File: src/rtl/mul_div_sequencer.sv
// Iterative RV32M multiply/divide sequencer: shift-add multiplier and restoring divider, one bit per clock.
// Latency: start sampled in cycle 0 -> done_o in cycle W+2; divide-by-zero/overflow short-cut -> done_o in cycle 1.
// Backpressure: stall_o holds the core while the unit works; start_i is only accepted in IDLE and is ignored in DONE.
//
// Ports:
//   clk, reset              core clock (rising edge), asynchronous active-high reset
//   start_i, funct3_i       M-extension instruction present in decode and its funct3 opcode
//   rs1_data_i, rs2_data_i  operand A (multiplicand/dividend), operand B (multiplier/divisor)
//   flush_i                 synchronous abort, returns to IDLE from any state
//   stall_o, busy_o         hold PC / suppress writeback; unit occupied (CALC or FIXUP)
//   done_o, result_o        one-cycle result-valid pulse; registered result
module mul_div_sequencer #(
    parameter int DATA_WIDTH = 32,
    parameter int CNT_WIDTH  = 6
) (
    input  logic                  clk,
    input  logic                  reset,
    input  logic                  start_i,
    input  logic [2:0]            funct3_i,
    input  logic [DATA_WIDTH-1:0] rs1_data_i,
    input  logic [DATA_WIDTH-1:0] rs2_data_i,
    input  logic                  flush_i,
    output logic                  stall_o,
    output logic                  busy_o,
    output logic                  done_o,
    output logic [DATA_WIDTH-1:0] result_o
);

    localparam int W = DATA_WIDTH;

    localparam logic [CNT_WIDTH-1:0] CNT_LOAD = CNT_WIDTH'(W - 1);
    localparam logic [W-1:0]         MIN_NEG  = {1'b1, {(W-1){1'b0}}};

    localparam logic [2:0] F_MULH   = 3'b001;
    localparam logic [2:0] F_MULHSU = 3'b010;
    localparam logic [2:0] F_DIV    = 3'b100;
    localparam logic [2:0] F_REM    = 3'b110;

    typedef enum logic [1:0] {
        S_IDLE  = 2'd0,
        S_CALC  = 2'd1,
        S_FIXUP = 2'd2,
        S_DONE  = 2'd3
    } state_t;

    state_t state_q, state_d;

    // Datapath state. acc_q is shared by both engines:
    //   multiply: {partial product high, multiplier being shifted out}
    //   divide:   {partial remainder, dividend shifting out / quotient shifting in}
    logic [CNT_WIDTH-1:0] cnt_q,     cnt_d;
    logic [2*W-1:0]       acc_q,     acc_d;
    logic [W-1:0]         opb_q,     opb_d;     // multiplicand or divisor magnitude
    logic [2:0]           op_q,      op_d;
    logic                 neg_q,     neg_d;     // product / quotient sign
    logic                 rem_neg_q, rem_neg_d; // remainder sign (dividend sign)
    logic [W-1:0]         result_q,  result_d;

    // ------------------------------------------------------------------
    // Operand decode (IDLE-cycle inputs)
    // ------------------------------------------------------------------
    logic         accept;
    logic         sign_a_en, sign_b_en;
    logic         sign_a, sign_b;
    logic [W-1:0] abs_a, abs_b;
    logic         div_by_zero, div_ovf, special;
    logic [W-1:0] special_res;

    always_comb begin
        accept    = start_i & ~flush_i;
        sign_a_en = (funct3_i == F_MULH) || (funct3_i == F_MULHSU) ||
                    (funct3_i == F_DIV)  || (funct3_i == F_REM);
        sign_b_en = (funct3_i == F_MULH) || (funct3_i == F_DIV) || (funct3_i == F_REM);
        sign_a    = sign_a_en & rs1_data_i[W-1];
        sign_b    = sign_b_en & rs2_data_i[W-1];
        // The most negative value maps to 2^(W-1), which is still a valid unsigned magnitude.
        abs_a     = sign_a ? (~rs1_data_i + 1'b1) : rs1_data_i;
        abs_b     = sign_b ? (~rs2_data_i + 1'b1) : rs2_data_i;

        div_by_zero = funct3_i[2] && (rs2_data_i == '0);
        // Only the signed divide/remainder can overflow (funct3[0] clear).
        div_ovf     = funct3_i[2] && !funct3_i[0] &&
                      (rs1_data_i == MIN_NEG) && (rs2_data_i == '1);
        special     = div_by_zero | div_ovf;

        // funct3[1] distinguishes remainder from quotient.
        if (div_by_zero) begin
            special_res = funct3_i[1] ? rs1_data_i : '1;
        end else begin
            special_res = funct3_i[1] ? '0 : rs1_data_i;
        end
    end

    // ------------------------------------------------------------------
    // One iteration of each engine
    // ------------------------------------------------------------------
    logic [W:0]     mul_sum;
    logic [2*W-1:0] mul_step;
    logic [W:0]     div_shift;
    logic           div_ok;
    logic [W-1:0]   div_rem_sub;
    logic [2*W-1:0] div_step;

    always_comb begin
        // Add the multiplicand when the current multiplier LSB is set, then shift
        // the whole accumulator right; the carry lands in the top bit.
        mul_sum  = {1'b0, acc_q[2*W-1:W]} + (acc_q[0] ? {1'b0, opb_q} : {(W+1){1'b0}});
        mul_step = {mul_sum, acc_q[W-1:1]};

        // Bring the next dividend bit into the remainder and try the subtraction.
        // When it succeeds the true difference is below the divisor, so W bits suffice.
        div_shift   = {acc_q[2*W-1:W], acc_q[W-1]};
        div_ok      = (div_shift >= {1'b0, opb_q});
        div_rem_sub = div_shift[W-1:0] - opb_q;
        div_step    = div_ok ? {div_rem_sub,       acc_q[W-2:0], 1'b1}
                             : {div_shift[W-1:0],  acc_q[W-2:0], 1'b0};
    end

    // ------------------------------------------------------------------
    // Sign correction and result select (FIXUP)
    // ------------------------------------------------------------------
    logic [2*W-1:0] prod_fix;
    logic [W-1:0]   quo_fix;
    logic [W-1:0]   rem_fix;
    logic [W-1:0]   fixed_res;

    always_comb begin
        prod_fix = neg_q     ? (~acc_q + 1'b1)               : acc_q;
        quo_fix  = neg_q     ? (~acc_q[W-1:0] + 1'b1)        : acc_q[W-1:0];
        rem_fix  = rem_neg_q ? (~acc_q[2*W-1:W] + 1'b1)      : acc_q[2*W-1:W];

        case (op_q)
            3'b000:                 fixed_res = prod_fix[W-1:0];
            3'b001, 3'b010, 3'b011: fixed_res = prod_fix[2*W-1:W];
            3'b100, 3'b101:         fixed_res = quo_fix;
            default:                fixed_res = rem_fix;
        endcase
    end

    // ------------------------------------------------------------------
    // FSM: state register
    // ------------------------------------------------------------------
    always_ff @(posedge clk or posedge reset) begin
        if (reset) begin
            state_q <= S_IDLE;
        end else begin
            state_q <= state_d;
        end
    end

    // ------------------------------------------------------------------
    // FSM: next state
    // ------------------------------------------------------------------
    always_comb begin
        state_d = state_q;
        if (flush_i) begin
            state_d = S_IDLE;
        end else begin
            case (state_q)
                S_IDLE:  if (start_i) state_d = special ? S_DONE : S_CALC;
                S_CALC:  if (cnt_q == '0) state_d = S_FIXUP;
                S_FIXUP: state_d = S_DONE;
                S_DONE:  state_d = S_IDLE;   // start_i deliberately ignored here
                default: state_d = S_IDLE;
            endcase
        end
    end

    // ------------------------------------------------------------------
    // FSM: outputs
    // ------------------------------------------------------------------
    always_comb begin
        stall_o = 1'b0;
        busy_o  = 1'b0;
        done_o  = 1'b0;
        case (state_q)
            S_IDLE:  stall_o = accept;
            S_CALC,
            S_FIXUP: begin
                stall_o = 1'b1;
                busy_o  = 1'b1;
            end
            S_DONE:  done_o = 1'b1;   // stall dropped so the instruction retires now
            default: ;
        endcase
    end

    assign result_o = result_q;

    // ------------------------------------------------------------------
    // Datapath next-state
    // ------------------------------------------------------------------
    always_comb begin
        cnt_d     = cnt_q;
        acc_d     = acc_q;
        opb_d     = opb_q;
        op_d      = op_q;
        neg_d     = neg_q;
        rem_neg_d = rem_neg_q;
        result_d  = result_q;

        case (state_q)
            S_IDLE: begin
                if (accept) begin
                    op_d      = funct3_i;
                    cnt_d     = CNT_LOAD;
                    neg_d     = sign_a ^ sign_b;
                    rem_neg_d = sign_a;
                    if (funct3_i[2]) begin
                        acc_d = {{W{1'b0}}, abs_a};
                        opb_d = abs_b;
                    end else begin
                        acc_d = {{W{1'b0}}, abs_b};
                        opb_d = abs_a;
                    end
                    if (special) begin
                        result_d = special_res;
                    end
                end
            end
            S_CALC: begin
                acc_d = op_q[2] ? div_step : mul_step;
                if (cnt_q != '0) begin
                    cnt_d = cnt_q - CNT_WIDTH'(1);
                end
            end
            S_FIXUP: begin
                // An abort in the last cycle must leave the previous result visible.
                if (!flush_i) begin
                    result_d = fixed_res;
                end
            end
            default: ;
        endcase
    end

    always_ff @(posedge clk or posedge reset) begin
        if (reset) begin
            cnt_q     <= '0;
            acc_q     <= '0;
            opb_q     <= '0;
            op_q      <= '0;
            neg_q     <= 1'b0;
            rem_neg_q <= 1'b0;
            result_q  <= '0;
        end else begin
            cnt_q     <= cnt_d;
            acc_q     <= acc_d;
            opb_q     <= opb_d;
            op_q      <= op_d;
            neg_q     <= neg_d;
            rem_neg_q <= rem_neg_d;
            result_q  <= result_d;
        end
    end

endmodule

File: config.mk
export PLATFORM = sky130hd
export DESIGN_NAME = mul_div_sequencer
export DESIGN_NICKNAME = d
export VERILOG_FILES = /design/src/rtl/mul_div_sequencer.sv
export SDC_FILE = /design/constraint.sdc
export NUM_CORES = 1
export LEC_CHECK = 0
export CORE_UTILIZATION = 35
export CTS_CLUSTER_SIZE = 10
export DETAILED_ROUTE_END_ITERATION = 10
export GPL_TIMING_DRIVEN = 0
export PLACE_DENSITY = 0.53
export SLEW_MARGIN = 20
export SYNTH_ARGS = -nofsm -noshare
export SYNTH_HDL_FRONTEND = slang
export SYNTH_SLANG_ARGS = --single-unit
File: constraint.sdc
create_clock -name clk -period 9.1 [get_ports clk]
set_input_delay 1.82 -clock clk [delete_from_list [all_inputs] [get_ports clk]]
set_output_delay 1.82 -clock clk [all_outputs]
set_load 0.01 [all_outputs]
# == After elaboration in Yosys (flattened, before gate mapping) ==
# Cells that the tools add are included.
# totals
ram_bits,0
out_inout_bits,35
mem_count,0
latchBits,0
regBits,141
rom_bits,0
in_bits,71
# op_classes
reduce_logical,25
div,0
n_eq_ne,20
mul,0
order_cmp,1
shift,0
bitwise_logic,11
mux,31
addsub,8
# ops
operator,n
32-bit two-way mux,13
64-bit two-way mux,4
"32-bit by 1-bit adder with 32-bit output, second input constant",4
32-bit inverter,4
64-bit one-hot mux with 2 select lines,1
32-bit one-hot mux with 3 select lines,1
"64-bit by 1-bit adder with 64-bit output, second input constant",1
"32-bit equality test, second input constant",2
64-bit inverter,1
32-bit one-hot mux with 2 select lines,1
32-bit by 32-bit adder with 33-bit output,1
33-bit by 32-bit greater-or-equal comparator with 1-bit output,1
32-bit logical NOT,1
32-bit subtractor,1
"3-bit equality test, second input constant",4
6-bit two-way mux,2
6-bit one-hot mux with 2 select lines,1
"3-bit by 2-bit equality test with 1-bit output, second input constant",3
2-bit two-way mux,4
"2-bit != test, second input constant",4
2-bit one-hot mux with 4 select lines,1
"3-bit by 1-bit equality test with 1-bit output, second input constant",2
6-bit logical NOT,1
"3-bit != test, second input constant",2
other kinds (21),36

# == Longest topological paths before layout ==
# Gate-level depths: netlist of run 1.
# depth
depth_word,9
mapped_depth,15
mapped_depth_nobuf,14

# == Worst setup path after synthesis of run 1 ==
# No wires, ideal clock.
# synth_path
kind,input -> output
startpoint,input flush_i
endpoint,output stall_o
n_path_buf,2
slack_ns,4.618
arrival_ns,2.662
path_stages,4
required_ns,7.280
path_cell_list,nand3b_1 -> clkbuf_1 -> clkbuf_1 -> a21oi_1
# synth_between
elab_chain_len,3
# synth_lines
element,line_no,rtl
start: declaration,22,"input logic flush_i,"
1-bit inverter,70,accept = start_i & ~flush_i;
1-bit AND,70,
1-bit one-hot mux with 2 select lines,176,case (state_q)
end: declaration,23,"output logic stall_o,"
# Every way passes these cells.

# == Worst setup path in the final report of run 1 ==
# Same ends and word-level chain as after synthesis.

==> results of run 1 <==
final timing paths:
check                          start           end  slack, ns  cells after the start
max in group asynchronous      reset  result_o[16]       6.45                      3
hold reg to reg            opb_q[19]     opb_q[19]       0.48                      2
min in group asynchronous      reset     opb_q[21]       1.82                      2
hold / removal             opb_q[19]     opb_q[19]       0.48                      2
setup / recovery             flush_i       stall_o       3.01                      6
setup reg to reg           acc_q[32]     acc_q[60]       4.52                     12
layout by cell type, fill, tap and decap left out, drive strengths merged, types with 75 or more instances in the layout:
| cell | instances |
|---|---|
| nor2 | 265 |
| nand2 | 258 |
| a21oi | 226 |
| o21ai | 217 |
| clkbuf | 148 |
| dfrtp | 141 |
| clkdlybuf4s50 | 100 |
| xor2 | 85 |
| xnor2 | 85 |
| inv | 80 |
| ha | 75 |
routing by layer:
metal  vias to the layer above  global-route usage [%]  share of wire, %
met5                         -                       0                 0
met4                         0                    15.8               4.8
met3                       142                    5.44               7.3
met2                       720                    50.6                43
met1                      8535                    46.1                44
li1                       8028                       -                 -
metrics by stage:
| step | total power, uW | cells | hold slack (ns) | util (%) | instance area (sq um) |
|---|---|---|---|---|---|
| 6_report | 6390 | 2889 | 0.481 | 41.0 | 17700 |
| 5_1_grt | 6760 | 2889 | 0.504 | 41.0 | 17700 |
| 4_1_cts | 6260 | 2889 | 0.486 | 41.0 | 17700 |
| 3_5_place_dp | 5540 | 2857 | 0.471 | 39.7 | 17200 |
| 3_3_place_gp | 5530 | 2856 | 0.462 | 39.6 | 17100 |
| 2_1_floorplan | 3990 | 2171 | 0.439 | - | 15400 |
registers in the layout (all words and copies together), names as in the netlist:
register   cells
opb_q         32
neg_q          1
rem_neg_q      1
acc_q         64
state_q        2
cnt_q          6
result_o      32
op_q           3
worst reg2reg max path, stage by stage, from the launching register on:
cell,delay [ns]
dfrtp_1,0.58
ha_1,0.31
nor2b_1,0.15
o31a_1,0.28
o31ai_1,0.50
a21oi_1,0.31
a21oi_1,0.42
o31a_1,0.26
clkbuf_1,0.50
buf_1,0.63
o211ai_1,0.24
o211ai_1,0.18
o22ai_1,0.09
power breakdown:
group / internal [uW] / switching [uW]
combinational: 1500 / 3030
clock: 365 / 348
sequential: 841 / 306
total: 2710 / 3680
logic make-up (layout without fill, tap and decap cells):
group	count (synthesis)	count (layout)	synth area share [%]
compound gates	730	730	29.0
xor+xnor	170	170	9.67
fa+ha+maj	77	77	6.35
buf+inv	235	368	6.07
flops	141	141	22.9
mux	47	47	3.23
simple gates	771	771	22.8
area by class of cell:
class	instances	area, sq um
Sequential cell	141	3530
Fill cell	4632	25500
Clock buffer	18	429
Clock inverter	14	143
Tap cell	585	732
Inverter	72	278
Multi-Input combinational cell	1795	10900
Timing Repair Buffer	101	1030
Buffer	163	664
==> reports/metrics.cfg, run 1 <==
[clock_network]
clock_path_buffers=2
numCtsBuffers=17
cts.sinks=141
clk_latency_ns=0.47
htree_levels=4
post_cts_buffers=0
ctsRootBufferMaster=clkbuf_16
cts_hold_buf=0
cts_resized=0
cts_tree=done
clkTransAtPathRegs_ns=0.07

[global_routing]
antenna_found_initial=0
overflow=0
first_global_vias=16400
grt_max_degree=73
grtUsageTotal_pct=33.4
grt_pass1_wl_um=109000

[place]
gp_congestion=0.971
place_hpwl_um=60300
port_buffers=100
pre_cts_ws_ns=2.94

[synth]
ys_seq_area_share_pct=22.9
async_reset_ff_share_pct=100
yosys.area.top_type=dfrtp_1
synth.most_common_cell=nor2_1
synth_top_cells_by_area=dfrtp_1, a21oi_1, nor2_1
synth_cell_types=80
synth_top_area_share_pct=22.9
ys_warn_count=0
syn_nets=2319
synth_cells=2171
syn_avg_cell_area_sq_um=7.10
synth_flop_cell=dfrtp_1
synth_seq_cells=141
syn_area_sq_um=15400
ys_top_cells_by_count=nor2_1, nand2_1, a21oi_1
synth_edf_count=0

[finish]
drive_gt1_share_pct=4.69
antennaDiodeCount=0
nets=2439
synthToLayoutAreaGrowth_pct=15.2

[setup_path]
crit_family=buffers and inverters
path_buf_inv=4
worst_setup_path_end_kind=output port
path_cells=clkdlybuf4s50_1 -> nand3b_1 -> clkbuf_1 -> clkbuf_1 -> a21oi_1 -> clkdlybuf4s50_1
cp.required_ns=7.28
crit_fanout=10
critPathSlowestCell=clkbuf_1
crit_arrival_ns=4.27
slowest_delay_ns=0.56
path_class=input port to output port
start_kind=input port

[floorplan]
ios=106
num_rows=76
core_sq_um=43300
start_util_pct=35.6
die_w_um=212
die_h_um=212
die_area_sq_um=44900

[outcome]
status=finished, final reports clean

[routing]
firstDrtPassIters=5
wl_per_cell_um=26.0
via_count=17400
ant_nets=0
drcViolationCount=0
via_per_inst=6.03
drtIter0Drc=1737
drt_wl_total_um=75000

[sta]
setup_slack_ns=3.01
rsz0062_at_grt=false
hold_viol=0
period_share_pct=66.9
max_freq_ghz=0.164
finalSetupViolations=0
period_minus_slack_ns=6.09
slew-limit-headroom_pct=16.8
maxSlewViolCount=0
finClkSkew_ns=0.0156
worstMarginPinSlew_ns=1.23
fin_setup_tns_ns=0

[power]
power.leakage_uw=0.00700
power_density_nw_per_um2=360
ir_worst_vdd_uv=195

[worst_hold_path]
hp-class=flop to flop

[job]
drv_cap=0

Note: power is estimated with default switching activity, not from simulation.
==> run 2: changes to the inputs <==
Settings changed: PLACE_DENSITY 0.53 to 0.55.
Clock period 9.1 ns to 5.37 ns, I/O delays scaled along.
==> run 2 against run 1 <==
Effect of this change: non-clock buffer count stayed put; global-route usage is 1.1 points lower; critical path depth is 5 higher; clock power is 64% higher; clock skew is 0.0016 ns lower; largest power group unchanged; combinational power is 68% higher; via count is 1.6% higher.
==> reports/metrics.cfg, run 2 (synthesis gave the netlist of run 1 again) <==
[outcome]
status=finished, final reports clean

[sta]
period_share_pct=89.0
period_minus_slack_ns=4.78
setup_slack_ns=0.591
hold_viol=0
whs_ns=0.479
finClkSkew_ns=0.0140
finalSetupViolations=0
slew-limit-headroom_pct=24.9
maxSlewViolCount=0
rsz0062_at_grt=false
max_freq_ghz=0.209
worstMarginPinSlew_ns=1.11

[clock_network]
clock_path_buffers=2
cts_tree=done
numCtsBuffers=17
cts_hold_buf=0
post_cts_buffers=0
cts.sinks=141
htree_levels=4
ctsRootBufferMaster=clkbuf_16
clk_latency_ns=0.46
clkTransAtPathRegs_ns=0.07
cts_resized=0

[power]
internal_power_uw=4580
power.leakage_uw=0.00699
netSwitchingFraction_pct=57.4
power_density_nw_per_um2=607
switchingPower_uw=6180
p_comb_share_pct=71.0
seqPwrFrac_pct=18.2
finalPower_uw=10800
p_clk_share_pct=10.8
ir_worst_vdd_uv=323

[routing]
drtIter0Drc=2154
via_count=17700
wl_per_cell_um=25.1
ant_nets=0
firstDrtPassIters=6
drt_wl_total_um=72500
via_per_inst=6.13
drcViolationCount=0

[global_routing]
first_global_vias=16300
grt_max_degree=75
grtUsageTotal_pct=32.3
overflow=0
grt_pass1_wl_um=107000
antenna_found_initial=1

[finish]
nets=2439
synthToLayoutAreaGrowth_pct=15.1
drive_gt1_share_pct=4.64
final_common_cell=nor2_1
max_flop_register=acc_q
antennaDiodeCount=0
stdcell_area_sq_um=17700
num-fill-cells=4623
largest_reg_flops=64
final_cell_mix=nor2_1, nand2_1, a21oi_1, o21ai_0, dfrtp_1

[job]
drv_cap=0

[floorplan]
start_util_pct=35.6
die_w_um=212
ios=106
num_rows=76
die_h_um=212
die_area_sq_um=44900
core_sq_um=43300

[worst_hold_path]
hold_depth=2
hp-class=flop to flop

[place]
gp_congestion=1.01
pre_cts_ws_ns=0.380
place_area_sq_um=17200
place_hpwl_um=57800
port_buffers=100

[setup_path]
crit_fanout=10
cp.required_ns=5.75
worstRegToRegCells=14
start_kind=input port
worst_setup_path_end_kind=flop
slowest_delay_ns=0.78
critPathSlowestCell=nor4_1
path_cells=clkdlybuf4s50_1 -> nor4_1 -> nand3_1 -> or4_4 -> nor4b_2 -> buf_2 -> buf_2 -> nor2_1 -> o21ai_0 -> o21ai_0 -> o21ai_1
crit_arrival_ns=5.16
path_class=input port to flop

-- run 2: power by group through the flow --
| stage | registers [uW] | clock network (uW) | logic, uW |
|---|---|---|---|
| after floorplan | 1750 | 0 | 5020 |
| after global placement | 1950 | 0 | 7300 |
| after detailed placement | 1960 | 0 | 7320 |
| after CTS | 1940 | 1180 | 7360 |
| after global routing | 2000 | 1220 | 8160 |
| final | 1960 | 1170 | 7640 |
-- run 2: worst max-delay path: cells and delay by family --
kind / cells / cell delay (ns)
AND/OR/NAND/NOR: 5 / 2.01
AO/OA/AOI/OAI: 3 / 0.97
buffers and inverters: 3 / 1.10
-- run 2: stage by stage --
step / TNS (ns) / instances / util (%)
5_1_grt: 0 / 2889 / 41.0
3_5_place_dp: 0 / 2857 / 39.7
2_1_floorplan: 0 / 2171 / -
6_report: 0 / 2889 / 41.0
4_1_cts: 0 / 2889 / 41.0
3_3_place_gp: -258.01 / 2856 / 39.6
-- run 2: area by class of cell --
type / count / area, sq um / share of cell area, %
timing repair buffer: 101 / 1030 / 5.80
inverter: 72 / 278 / 1.57
clock buffer: 18 / 429 / 2.42
tap: 585 / 732 / 4.13
sequential: 141 / 3530 / 19.9
buffer: 163 / 664 / 3.75
clock inverter: 14 / 126 / 0.713
multi-input combinational: 1795 / 10900 / 61.7
-- run 2: path summary, 6_finish.rpt --
| check | slack [ns] | to | startpoint |
|---|---|---|---|
| max | 0.59 | result_o[19] | rs2_data_i[7] |
| min | 0.48 | result_o[30] | result_o[30] |
| max reg2reg | 0.73 | acc_q[57] | acc_q[0] |
| min reg2reg | 0.48 | result_o[30] | result_o[30] |
| max in group asynchronous | 3.47 | result_o[16] | reset |
| min in group asynchronous | 1.08 | opb_q[20] | reset |
-- run 2: layer usage --
metal	GRT usage [%]	up-vias	part of all wire [%]
met2	48.3	909	43
li1	-	8055	-
met1	44.8	8592	43
met3	5.79	146	9.3
met4	14.9	2	4.5
met5	0	-	0.018
